File: config.mk
export PLATFORM = sky130hd
export DESIGN_NAME = imem_dmem_arbiter
export DESIGN_NICKNAME = d
export VERILOG_FILES = /design/src/rtl/imem_dmem_arbiter_pkg.sv /design/src/rtl/imem_dmem_arbiter_arb_grant.sv /design/src/rtl/imem_dmem_arbiter.sv
export SDC_FILE = /design/constraint.sdc
export NUM_CORES = 1
export LEC_CHECK = 0
export BUFFER_PORTS_ARGS = -buffer_cell sky130_fd_sc_hd__clkbuf_2
export CAP_MARGIN = 20
export CORE_MARGIN = 3
export CORE_UTILIZATION = 42
export CTS_CLUSTER_SIZE = 40
export DETAILED_ROUTE_END_ITERATION = 16
export PLACE_DENSITY = 0.73
export SLEW_MARGIN = 25
export SYNTH_ARGS = -nofsm -noshare
export SYNTH_HDL_FRONTEND = slang
export SYNTH_SLANG_ARGS = --single-unit
File: constraint.sdc
create_clock -name clk -period 1.5 [get_ports clk]
set_input_delay 0.225 -clock clk [delete_from_list [all_inputs] [get_ports clk]]
set_output_delay 0.225 -clock clk [all_outputs]
set_load 0.03 [all_outputs]
File: src/rtl/imem_dmem_arbiter_pkg.sv
// -----------------------------------------------------------------------------
// imem_dmem_arbiter_pkg
//   Shared definitions for the unified-memory arbiter: FSM state encoding,
//   streak counter width/saturation value, default starvation bound and a
//   saturating increment helper.
// -----------------------------------------------------------------------------
package imem_dmem_arbiter_pkg;

  // Arbiter FSM states. Encoding is fixed so waveforms match the core docs.
  typedef enum logic [1:0] {
    IDLE   = 2'd0,
    I_BUSY = 2'd1,
    D_BUSY = 2'd2,
    RESP   = 2'd3
  } arb_state_t;

  // Consecutive-D-grant counter: 4 bits covers the legal MAX_D_STREAK 1..15.
  localparam int              STREAK_W             = 4;
  localparam logic [STREAK_W-1:0] STREAK_SAT       = '1;
  localparam int              DEFAULT_MAX_D_STREAK = 4;

  // Saturating increment for the streak counter.
  function automatic logic [STREAK_W-1:0] streak_inc(input logic [STREAK_W-1:0] s);
    return (s == STREAK_SAT) ? s : s + 1'b1;
  endfunction

endpackage

File: src/rtl/imem_dmem_arbiter_arb_grant.sv
// -----------------------------------------------------------------------------
// arb_grant
//   Combinational grant selection for the I/D arbiter. Data wins unless an
//   instruction fetch is waiting and data has already taken MAX_D_STREAK
//   consecutive grants.
//
// Ports
//   i_req   in   instruction fetch request
//   d_req   in   data request
//   streak  in   consecutive D grants taken while an I request was pending
//   gnt_i   out  grant to the I port (one-hot with gnt_d, or both zero)
//   gnt_d   out  grant to the D port
// -----------------------------------------------------------------------------
module arb_grant
  import imem_dmem_arbiter_pkg::*;
#(
  parameter int MAX_D_STREAK = DEFAULT_MAX_D_STREAK
) (
  input  logic                i_req,
  input  logic                d_req,
  input  logic [STREAK_W-1:0] streak,
  output logic                gnt_i,
  output logic                gnt_d
);

  localparam logic [STREAK_W-1:0] MAX_STREAK = STREAK_W'(MAX_D_STREAK);

  always_comb begin
    gnt_d = d_req & (~i_req | (streak < MAX_STREAK));
    gnt_i = i_req & ~gnt_d;
  end

endmodule

File: src/rtl/imem_dmem_arbiter.sv
// -----------------------------------------------------------------------------
// imem_dmem_arbiter
//   Shares one single-port unified memory between instruction fetch (I port)
//   and the load/store unit (D port). Data has priority; a streak counter
//   bounds instruction starvation. Each access runs IDLE -> *_BUSY -> RESP,
//   so a zero-wait memory gives one access every 3 cycles.
//
// Ports
//   clk, reset                 clock; synchronous active-low reset
//   i_req/i_addr               fetch request and address (held until i_ready)
//   i_rdata/i_ready/i_busy     fetched word, 1-cycle done pulse, stall
//   d_req/d_we/d_addr/
//   d_wdata/d_be               load/store request (held until d_ready)
//   d_rdata/d_ready/d_busy     load data (0 for stores), done pulse, stall
//   mem_req/mem_we/mem_addr/
//   mem_wdata/mem_be           memory request, held until mem_ack
//   mem_rdata/mem_ack          memory read data and 1-cycle completion
// -----------------------------------------------------------------------------
module imem_dmem_arbiter
  import imem_dmem_arbiter_pkg::*;
#(
  parameter int AW           = 32,
  parameter int DW           = 32,
  parameter int MAX_D_STREAK = DEFAULT_MAX_D_STREAK
) (
  input  logic            clk,
  input  logic            reset,
  // instruction port
  input  logic            i_req,
  input  logic [AW-1:0]   i_addr,
  output logic [DW-1:0]   i_rdata,
  output logic            i_ready,
  output logic            i_busy,
  // data port
  input  logic            d_req,
  input  logic            d_we,
  input  logic [AW-1:0]   d_addr,
  input  logic [DW-1:0]   d_wdata,
  input  logic [DW/8-1:0] d_be,
  output logic [DW-1:0]   d_rdata,
  output logic            d_ready,
  output logic            d_busy,
  // memory port
  output logic            mem_req,
  output logic            mem_we,
  output logic [AW-1:0]   mem_addr,
  output logic [DW-1:0]   mem_wdata,
  output logic [DW/8-1:0] mem_be,
  input  logic [DW-1:0]   mem_rdata,
  input  logic            mem_ack
);

  localparam int BW = DW / 8;

  arb_state_t          state, state_n;
  logic [STREAK_W-1:0] streak, streak_n;

  logic            mem_req_n, mem_we_n;
  logic [AW-1:0]   mem_addr_n;
  logic [DW-1:0]   mem_wdata_n;
  logic [BW-1:0]   mem_be_n;
  logic            i_ready_n, d_ready_n;
  logic [DW-1:0]   i_rdata_n, d_rdata_n;

  logic gnt_i, gnt_d;

  arb_grant #(
    .MAX_D_STREAK (MAX_D_STREAK)
  ) u_grant (
    .i_req  (i_req),
    .d_req  (d_req),
    .streak (streak),
    .gnt_i  (gnt_i),
    .gnt_d  (gnt_d)
  );

  // Stall signals are the only combinational outputs.
  assign i_busy = i_req & ~i_ready;
  assign d_busy = d_req & ~d_ready;

  // Next-state and next-output logic.
  always_comb begin
    // NOTE: every signal gets a default before the case so no path leaves it
    // unassigned; an unassigned path in always_comb would infer a latch.
    state_n     = state;
    streak_n    = streak;
    mem_req_n   = mem_req;
    mem_we_n    = mem_we;
    mem_addr_n  = mem_addr;
    mem_wdata_n = mem_wdata;
    mem_be_n    = mem_be;
    i_rdata_n   = i_rdata;
    d_rdata_n   = d_rdata;
    i_ready_n   = 1'b0;
    d_ready_n   = 1'b0;

    unique case (state)
      IDLE: begin
        if (gnt_d) begin
          mem_req_n   = 1'b1;
          mem_we_n    = d_we;
          mem_addr_n  = d_addr;
          mem_wdata_n = d_wdata;
          mem_be_n    = d_be;
          // Only D grants taken while a fetch waits count towards starvation.
          streak_n    = i_req ? streak_inc(streak) : '0;
          state_n     = D_BUSY;
        end else if (gnt_i) begin
          mem_req_n   = 1'b1;
          mem_we_n    = 1'b0;
          mem_addr_n  = i_addr;
          mem_wdata_n = '0;
          mem_be_n    = '1;
          streak_n    = '0;
          state_n     = I_BUSY;
        end
      end

      I_BUSY: begin
        if (mem_ack) begin
          mem_req_n = 1'b0;
          i_rdata_n = mem_rdata;
          i_ready_n = 1'b1;
          state_n   = RESP;
        end
      end

      D_BUSY: begin
        if (mem_ack) begin
          mem_req_n = 1'b0;
          d_rdata_n = mem_we ? '0 : mem_rdata;
          d_ready_n = 1'b1;
          state_n   = RESP;
        end
      end

      // The ready pulse is already on the registered outputs in this state;
      // the requester drops or replaces its request before we return to IDLE.
      RESP: state_n = IDLE;

      default: state_n = IDLE;
    endcase
  end

  // State and registered outputs.
  always_ff @(posedge clk) begin
    if (!reset) begin
      // NOTE: the read-data holding registers are reset along with control
      // because they are ports whose reset value is defined as 0.
      state     <= IDLE;
      streak    <= '0;
      mem_req   <= 1'b0;
      mem_we    <= 1'b0;
      mem_addr  <= '0;
      mem_wdata <= '0;
      mem_be    <= '0;
      i_rdata   <= '0;
      d_rdata   <= '0;
      i_ready   <= 1'b0;
      d_ready   <= 1'b0;
    end else begin
      // NOTE: non-blocking assignments so every register samples the values
      // from before this edge, independent of statement order.
      state     <= state_n;
      streak    <= streak_n;
      mem_req   <= mem_req_n;
      mem_we    <= mem_we_n;
      mem_addr  <= mem_addr_n;
      mem_wdata <= mem_wdata_n;
      mem_be    <= mem_be_n;
      i_rdata   <= i_rdata_n;
      d_rdata   <= d_rdata_n;
      i_ready   <= i_ready_n;
      d_ready   <= d_ready_n;
    end
  end

endmodule

==> results of run 1 <==
==> cells in the final DEF (no fill, tap or decap), types with 10 or more instances in the layout <==
cell type,Yosys,final
a21boi_0,30,30
a21oi_1,38,38
a21boi_1,39,38
dfxtp_1,142,142
nand4_1,33,33
a31oi_1,32,32
clkbuf_16,0,18
clkbuf_2,1,274
o21ai_0,68,68
nand2_1,104,104
buf_4,4,14
buf_12,0,10
a22o_1,32,32
==> state kept, by name, indices dropped and copies added (netlist names) <==
register,flops
d_rdata,32
streak,4
state,2
d_ready,1
mem_addr,32
mem_we,1
mem_be,4
mem_req,1
i_ready,1
i_rdata,32
mem_wdata,32
==> layer usage <==
layer / wire [um] / vias to the layer above
met5: 0 / -
met4: 237 / 0
met3: 1530 / 22
met2: 8390 / 248
met1: 7090 / 2630
li1: - / 2731
==> power groups by stage <==
stage | Clock (uW) | Sequential [uW] | Combinational (uW)
floorplan | 0 | 6110 | 1980
global placement | 0 | 4870 | 4660
detailed placement | 0 | 4870 | 4720
CTS | 4380 | 4810 | 4750
global route | 4530 | 4900 | 5190
finish | 4290 | 4820 | 4790
==> worst paths after layout <==
check,endpoint,slack [ns],cells after the start,start
setup / recovery,state[1],0.10,5,state[1]
hold / removal,d_rdata[25],0.04,2,mem_rdata[25]
setup reg to reg,state[1],0.10,5,state[1]
hold reg to reg,mem_wdata[30],0.45,2,mem_wdata[30]
==> what timing repair did <==
action	in CTS	in global routing
resized for setup	1	6
gates cloned	0	1
endpoints found under the setup margin	25	85
setup buffers	0	0
==> metrics by stage <==
step | setup WS (ns) | area (um^2)
3_3_place_gp | 0.0543 | 7180
5_1_grt | 0.00894 | 7840
3_5_place_dp | -0.0212 | 7180
6_report | 0.103 | 7840
2_1_floorplan | 0.0346 | 5640
4_1_cts | 0.0266 | 7790
==> logic make-up after synthesis <==
| kind of cell | synth area share, % |
|---|---|
| AOI/OAI and AO/OA | 28.5 |
| buffers and inverters | 6.70 |
| muxes | 0.555 |
| and+or+nand+nor | 12.5 |
| DFF | 50.4 |
| adders and majority gates | 1.33 |
==> area by class of cell <==
| class | count | area [um^2] | share of cell area, % |
|---|---|---|---|
| Sequential cell | 142 | 2840 | 36.2 |
| Multi-Input combinational cell | 413 | 2460 | 31.3 |
| Timing Repair Buffer | 300 | 1710 | 21.8 |
| Clock buffer | 22 | 474 | 6.05 |
| Tap cell | 172 | 215 | 2.74 |
| Clock inverter | 10 | 136 | 1.74 |
| Inverter | 3 | 11.3 | 0.144 |
==> flow_summary.ini, run 1 <==
[min_path]
hold_class = input port to flip-flop

[power_and_ir_drop]
peakVddDrop_mv = 1.38
switchingPower_uw = 5060
switching_share_pct = 36.4
power_frac_seq_pct = 34.7
leakage_uw = 0.00353
pwr-share-clk_pct = 30.9
cellPowerDensity_nw_per_um2 = 1770
power_frac_comb_pct = 34.5
intPower_uw = 8830
design_power_total_uw = 13900

[floorplanning]
ios = 276
fp-row-count = 41
die_area_um2 = 14800
start_util_pct = 43.8
fp.dieW_um = 122
die_h_um = 122
core_area_um2 = 12900

[logic_synthesis]
synthCells = 621
synth_most_common_cell = dfxtp_1
synth_top_cell_by_area = dfxtp_1
avgSynthCellArea_um2 = 9.08
synthArstFlopShare_pct = 0
synth_warnings = 0
synthDominantCellAreaShare_pct = 50.4
synth_cell_type_count = 36
ys_seq_area_share_pct = 50.4
synth_nets = 765
synth_area_leaders = dfxtp_1 (50%), nand2_1 (6.9%), o21ai_0 (6.0%)
synth_flop_cell = dfxtp_1
synth-edff-count = 0
syn_area_um2 = 5640
yosys-top-cells-count = dfxtp_1 (142), nand2_1 (104), o21ai_0 (68), a21boi_1 (39), a21oi_1 (38)
ys_seq_elements = 142

[detailed_routing]
vias = 5631
vias_per_cell = 5.30
routed_wirelength_um = 17300
initialDrtViolationCount = 454
remaining_drc_errors = 0
postRouteAntennaNets = 0
dr.pass1.iters = 7
wire_per_inst_um = 16.2

[setup_path]
end_kind = flip-flop
slowest_delay_ns = 0.39
crit_buf_inv = 1
crit_path_start_kind = flip-flop
slowest_stage = dfxtp_1
crit_fanout = 4
critPathTopFamily = flip-flops
critPathKind = flip-flop to flip-flop
cp.required_ns = 1.80
arrival_ns = 1.70
path_cells = inv_2 > ha_4 > nor2b_1 > a21oi_1 > o221a_2

[timing]
hold_slack_ns = 0.0394
finClkSkew_ns = 0.00854
slew_viol_final = 0
period_share_pct = 93.1
timing.setup.tns_ns = 0
timing.fmax_ghz = 0.716
min_period_ns = 1.40
slew_headroom_pct = 65.1
rsz0062_at_grt = false
finalSetupViolCount = 0
tightest_slew_ns = 0.524
finalHoldViolations = 0

[placed_design]
io_buffer_count = 275
dp_hpwl_um = 11700
dp_cells = 1029
gp_congestion = 0.757

[clock_tree]
cts_htree_levels = 4
hold_buffers = 0
root_buffer = clkbuf_16
clockBufferDepth = 2
cts.clk_slew.worst_paths_ns = 0.06
worstSkewPairLatency_ns = 0.41
cts_buffers = 17
cts.sinks = 142
cts_tree = yes

[global_route]
busiest_layer = met2
grt_pass1_wl_um = 26400
gr-usage-met3_pct = 8.08
antenna_found_initial = 0
grt.met2_usage_pct = 37.2
grt_overflow = 0
grt_max_degree = 61
grt_pass1_vias = 5261
gr-usage-met1_pct = 26.9
track_usage_pct = 22.3

[cells_and_area]
antenna_cells = 0
finalNonFillerCells = 1062
areaGrowthSynthToFinish_pct = 39.1
final_util_pct = 60.9
n_fill_cell = 1161
final_nets = 1021
drive_above_1_share_pct = 38.5

[outcome]
status = completed

[job]
drv_cap = 0
(Power assumes the default switching activity.)
==> inputs of run 2 (changes only) <==
==> constraint.sdc (replaced) <==
create_clock -name clk -period 1.2 [get_ports clk]
set_input_delay 0.18 -clock clk [delete_from_list [all_inputs] [get_ports clk]]
set_output_delay 0.18 -clock clk [all_outputs]
set_load 0.03 [all_outputs]
==> run 2 against run 1 <==
Worst setup slack worse by 0.25 ns. First-iteration DRC count down 0.44%. Clock power up 21%. Via count up 10%. Critical path depth up 2. Global-route usage up 2.6 points. Final area up 17%. The flow now finishes with violations (setup timing). Non-clock buffer count up 80. Critical endpoint is now state[0]. Register-to-register slack worse by 0.25 ns.
==> flow_summary.ini, run 2 (same netlist as run 1, synthesis figures left out) <==
[placed_design]
dp_hpwl_um = 12200
gp_congestion = 0.793
io_buffer_count = 275
dp_cells = 1054

[clock_tree]
cts.sinks = 142
cts_tree = yes
root_buffer = clkbuf_16
worstSkewPairLatency_ns = 0.41
cts_buffers = 17
clockBufferDepth = 2
cts_htree_levels = 4
cts.clk_slew.worst_paths_ns = 0.06

[timing]
min_period_ns = 1.35
period_share_pct = 112
setup_slack_ns = -0.146
timing.fmax_ghz = 0.743
finalHoldViolations = 0
finalSetupViolCount = 135
finClkSkew_ns = 0.00579
rsz0062_at_grt = true
timing.setup.tns_ns = -11.06
tightest_slew_ns = 0.554
slew_viol_final = 0
slew_headroom_pct = 63.1

[detailed_routing]
wire_per_inst_um = 17.6
routed_wirelength_um = 20100
remaining_drc_errors = 0
dr.pass1.iters = 5
vias_per_cell = 5.45
postRouteAntennaNets = 0
vias = 6216
initialDrtViolationCount = 452

[outcome]
status = finished, violations left
failed_checks = setup timing

[setup_path]
crit_fanout = 4
critPathTopFamily = flip-flops
critPathKind = flip-flop to flip-flop
reg2reg_slack_ns = -0.15
crit_buf_inv = 3
crit_path_start_kind = flip-flop
slowest_stage = dfxtp_4
arrival_ns = 1.64
path_cells = inv_4 > buf_6 > ha_4 > nand2_4 > o32ai_4 > buf_4 > o22ai_2
end_kind = flip-flop
slowest_delay_ns = 0.37
cp.required_ns = 1.50

[floorplanning]
ios = 276
fp-row-count = 41
start_util_pct = 43.8
fp.dieW_um = 122
die_area_um2 = 14800
die_h_um = 122
core_area_um2 = 12900

[global_route]
grt_overflow = 0
antenna_found_initial = 0
grt_pass1_vias = 5887
grt_max_degree = 59
track_usage_pct = 24.8
grt_pass1_wl_um = 29200

[cells_and_area]
finalNonFillerCells = 1141
antenna_cells = 0
layout_common_cells = clkbuf_2 (246), dfxtp_1 (134), nand2_1 (85)
layout_commonest_cell = clkbuf_2
areaGrowthSynthToFinish_pct = 63.1
final_nets = 1101
drive_above_1_share_pct = 46.3

[power_and_ir_drop]
switching_share_pct = 37.6
pwr-share-clk_pct = 27.2
cellPowerDensity_nw_per_um2 = 2080
intPower_uw = 11900
switchingPower_uw = 7180
power_frac_comb_pct = 40.8
leakage_uw = 0.00417
design_power_total_uw = 19100
peakVddDrop_mv = 1.42
power_frac_seq_pct = 32.0

[min_path]
hold_class = input port to flip-flop

[job]
drv_cap = 0
-- run 2: cell count changes in the layout (fill, tap and decap cells not counted), moves of 9 or more --
cell / before / now
dlygate4sd3_1: 0 / 40
o21ai_0: 68 / 37
a21boi_0: 30 / 1
clkbuf_2: 274 / 246
buf_4: 14 / 35
a21boi_1: 38 / 57
nand2_1: 104 / 85
o21ai_1: 1 / 20
buf_2: 1 / 15
o21ai_2: 0 / 12
nand2_4: 0 / 11
a21boi_2: 1 / 10
-- run 2: layout make-up --
class                           instances  area, um^2
Fill cell                             965        3680
Clock buffer                           19         443
Tap cell                              172         215
Sequential cell                       142        2860
Clock inverter                         12         138
Inverter                                3        16.3
Multi-Input combinational cell        413        2790
Timing Repair Buffer                  380        2740
-- run 2: what timing repair did --
item                                    4_1_cts  5_1_grt
endpoints found under the setup margin      143      162
gates resized for setup                      88      119
setup buffers                                 5        1
pin swaps                                    32       35
hold buffers                                 40        0
hold endpoints to repair                     56        0
gates cloned                                  6        6
-- run 2: layer usage --
metal	vias up	global-route usage, %	part of all wire, %	wire length (um)
met5	-	0	0	0
met4	0	11.3	2.6	515
met3	33	7.57	9.0	1820
li1	2910	-	-	-
met2	335	43.4	51	10200
met1	2938	27.7	38	7580
-- run 2: worst min-delay path, cell delays in order --
cell	delay [ns]
clkbuf_2	0.08
nand4_1	0.06
a21boi_1	0.05
-- run 2: path summary, 6_finish.rpt --
path	start	to	cells past startpoint
setup / recovery	state[1]	state[0]	7
hold / removal	d_wdata[27]	mem_wdata[27]	3
setup reg to reg	state[1]	state[0]	7
hold reg to reg	mem_wdata[31]	mem_wdata[31]	2
-- run 2: metrics by stage --
stage                     setup WS, ns  cell area [um^2]  hold WS, ns  util, %
final                           -0.146              9190       0.0101     71.4
after global routing            -0.208              9190      0.00592     71.4
after CTS                       -0.132              8800    0.0000689     68.4
after detailed placement        -0.257              7440        0.408     57.8
after global placement          -0.190              7440        0.407     57.8
after floorplan                 -0.166              5710        0.301        -
-- run 2: power by group through the flow --
stage               sequential (uW)  clock (uW)  combinational [uW]
global route                   6210        5510                8250
floorplan                      7670           0                2620
CTS                            6060        5270                7340
finish                         6110        5200                7790
global placement               6100           0                6000
detailed placement             6110           0                6040
==> inputs of run 3 (changes only) <==
--- a/config.mk
+++ b/config.mk
@@ -12,6 +12,7 @@
 export CTS_CLUSTER_SIZE = 40
 export DETAILED_ROUTE_END_ITERATION = 16
 export PLACE_DENSITY = 0.73
+export SETUP_SLACK_MARGIN = 0.1
 export SLEW_MARGIN = 25
 export SYNTH_ARGS = -nofsm -noshare
 export SYNTH_HDL_FRONTEND = slang
==> run 3 against run 2 <==
The run still ends with setup timing left. Power grew 5.4%. Non-clock buffer count grew 23. Clock-buffer cell count grew 1. Routed wire length grew 15%. Clock power grew 5.2%. Critical endpoint is now i_rdata[23]. Highest routed layer unchanged.
==> flow_summary.ini, run 3 (same netlist as run 1, synthesis figures left out) <==
[placed_design]
dp_cells = 1047
io_buffer_count = 275
gp_congestion = 0.808
place_area_um2 = 7390
dp_hpwl_um = 12300

[timing]
period_share_pct = 120
slew_viol_final = 0
timing.setup.tns_ns = -12.20
slew_headroom_pct = 66.3
tightest_slew_ns = 0.506
finClkSkew_ns = 0.0129
rsz0062_at_grt = true
finalHoldViolations = 0
min_period_ns = 1.44
setup_slack_ns = -0.243
timing.fmax_ghz = 0.693
finalSetupViolCount = 138

[cells_and_area]
finalNonFillerCells = 1165
drive_above_1_share_pct = 51.0
layout_commonest_cell = clkbuf_2
layout_common_cells = clkbuf_2 (160), nand2_1 (93), dfxtp_2 (83)
final_nets = 1124
final_cell_area_um2 = 10000
n_fill_cell = 808
antenna_cells = 0
final_util_pct = 78.0
areaGrowthSynthToFinish_pct = 78.2

[power_and_ir_drop]
switchingPower_uw = 7240
switching_share_pct = 35.9
leakage_uw = 0.00438
design_power_total_uw = 20100
peakVddDrop_mv = 1.58
intPower_uw = 12900
power_frac_comb_pct = 41.5
cellPowerDensity_nw_per_um2 = 2000
power_frac_seq_pct = 31.3
pwr-share-clk_pct = 27.2

[outcome]
status = finished, violations left
failed_checks = setup timing

[setup_path]
rr_startpoint = state[0]
crit_path_start_kind = flip-flop
end_kind = flip-flop
cp.required_ns = 1.52
critPathKind = flip-flop to flip-flop
cp-startpoint = state[0]
reg2reg_slack_ns = -0.24
cp-endpoint = i_rdata[23]
crit_fanout = 12
reg2reg_depth = 6
rr_endpoint = i_rdata[23]
arrival_ns = 1.76

[global_route]
antenna_found_initial = 0
grt_pass1_wl_um = 32100
grt_overflow = 0
grt_max_degree = 63
track_usage_pct = 27.3
grt_pass1_vias = 6340

[detailed_routing]
vias_per_cell = 5.63
remaining_drc_errors = 0
routed_wirelength_um = 23100
wire_per_inst_um = 19.8
initialDrtViolationCount = 701
postRouteAntennaNets = 0
vias = 6556
dr.pass1.iters = 5

[floorplanning]
fp.dieW_um = 122
ios = 276
die_area_um2 = 14800
die_h_um = 122
core_area_um2 = 12900
fp-row-count = 41
start_util_pct = 43.8

[clock_tree]
root_buffer = clkbuf_16
cts_buffers = 17
cts_tree = yes
cts.sinks = 142
worstSkewPairLatency_ns = 0.43
cts.clk_slew.worst_paths_ns = 0.06
cts_htree_levels = 4
clockBufferDepth = 2

[min_path]
hold_class = input port to flip-flop

[job]
drv_cap = 0
-- run 3: area by class of cell --
cell class	count	area, um^2	share of cell area [%]
Clock buffer	20	457	4.55
Clock inverter	12	159	1.58
Inverter	3	16.3	0.162
Multi-Input combinational cell	413	2620	26.1
Sequential cell	142	2950	29.4
Tap cell	172	215	2.14
Timing Repair Buffer	403	3630	36.1
-- run 3: power by group through the flow --
stage          Sequential [uW]  Combinational, uW  Clock [uW]
6_report                  6300               8360        5470
5_1_grt                   6380               8830        5760
4_1_cts                   6140               7400        5520
3_5_place_dp              6120               6140           0
3_3_place_gp              6100               6070           0
2_1_floorplan             7670               2620           0
-- run 3: repair_timing --
action / in CTS / in global routing
pin swaps: 6 / 21
gates resized for setup: 207 / 274
endpoints found under the hold margin: 79 / 0
setup endpoints to repair: 278 / 278
buffers inserted: 15 / 6
hold buffers: 60 / 0
cloned: 2 / 3
-- run 3: how the worst min path moves through the flow --
stage	slack (ns)	cells after the start	end	start
detailed placement	0.41	2	d_rdata[24]	mem_rdata[24]
global placement	0.40	2	d_rdata[1]	mem_rdata[1]
global route	0.006	2	d_rdata[8]	mem_rdata[8]
floorplan	0.30	1	d_rdata[10]	mem_rdata[10]
CTS	0.00008	3	mem_wdata[17]	d_wdata[17]
finish	0.005	3	mem_wdata[28]	d_wdata[28]
-- run 3: critical path, stage by stage, from the launching register on --
cell and delay, ns:
dfxtp_2 0.34, buf_4 0.12, ha_2 0.21, and2_4 0.20
buf_8 0.15, nand2_1 0.08, a21boi_0 0.24
-- run 3: per-layer routing --
layer  GRT usage, %  vias to the layer above  wire, um
met2           48.0                      417     11700
li1               -                     2946         -
met1           31.2                     3116      8430
met3           7.85                       77      2160
met5              0                        -         0
met4           10.8                        0       869
-- run 3: through the flow --
stage,worst slack [ns],hold slack [ns]
after global placement,-0.182,0.404
after CTS,-0.155,0.0000815
after global routing,-0.363,0.00599
after detailed placement,-0.234,0.411
final,-0.243,0.00542
after floorplan,-0.166,0.301
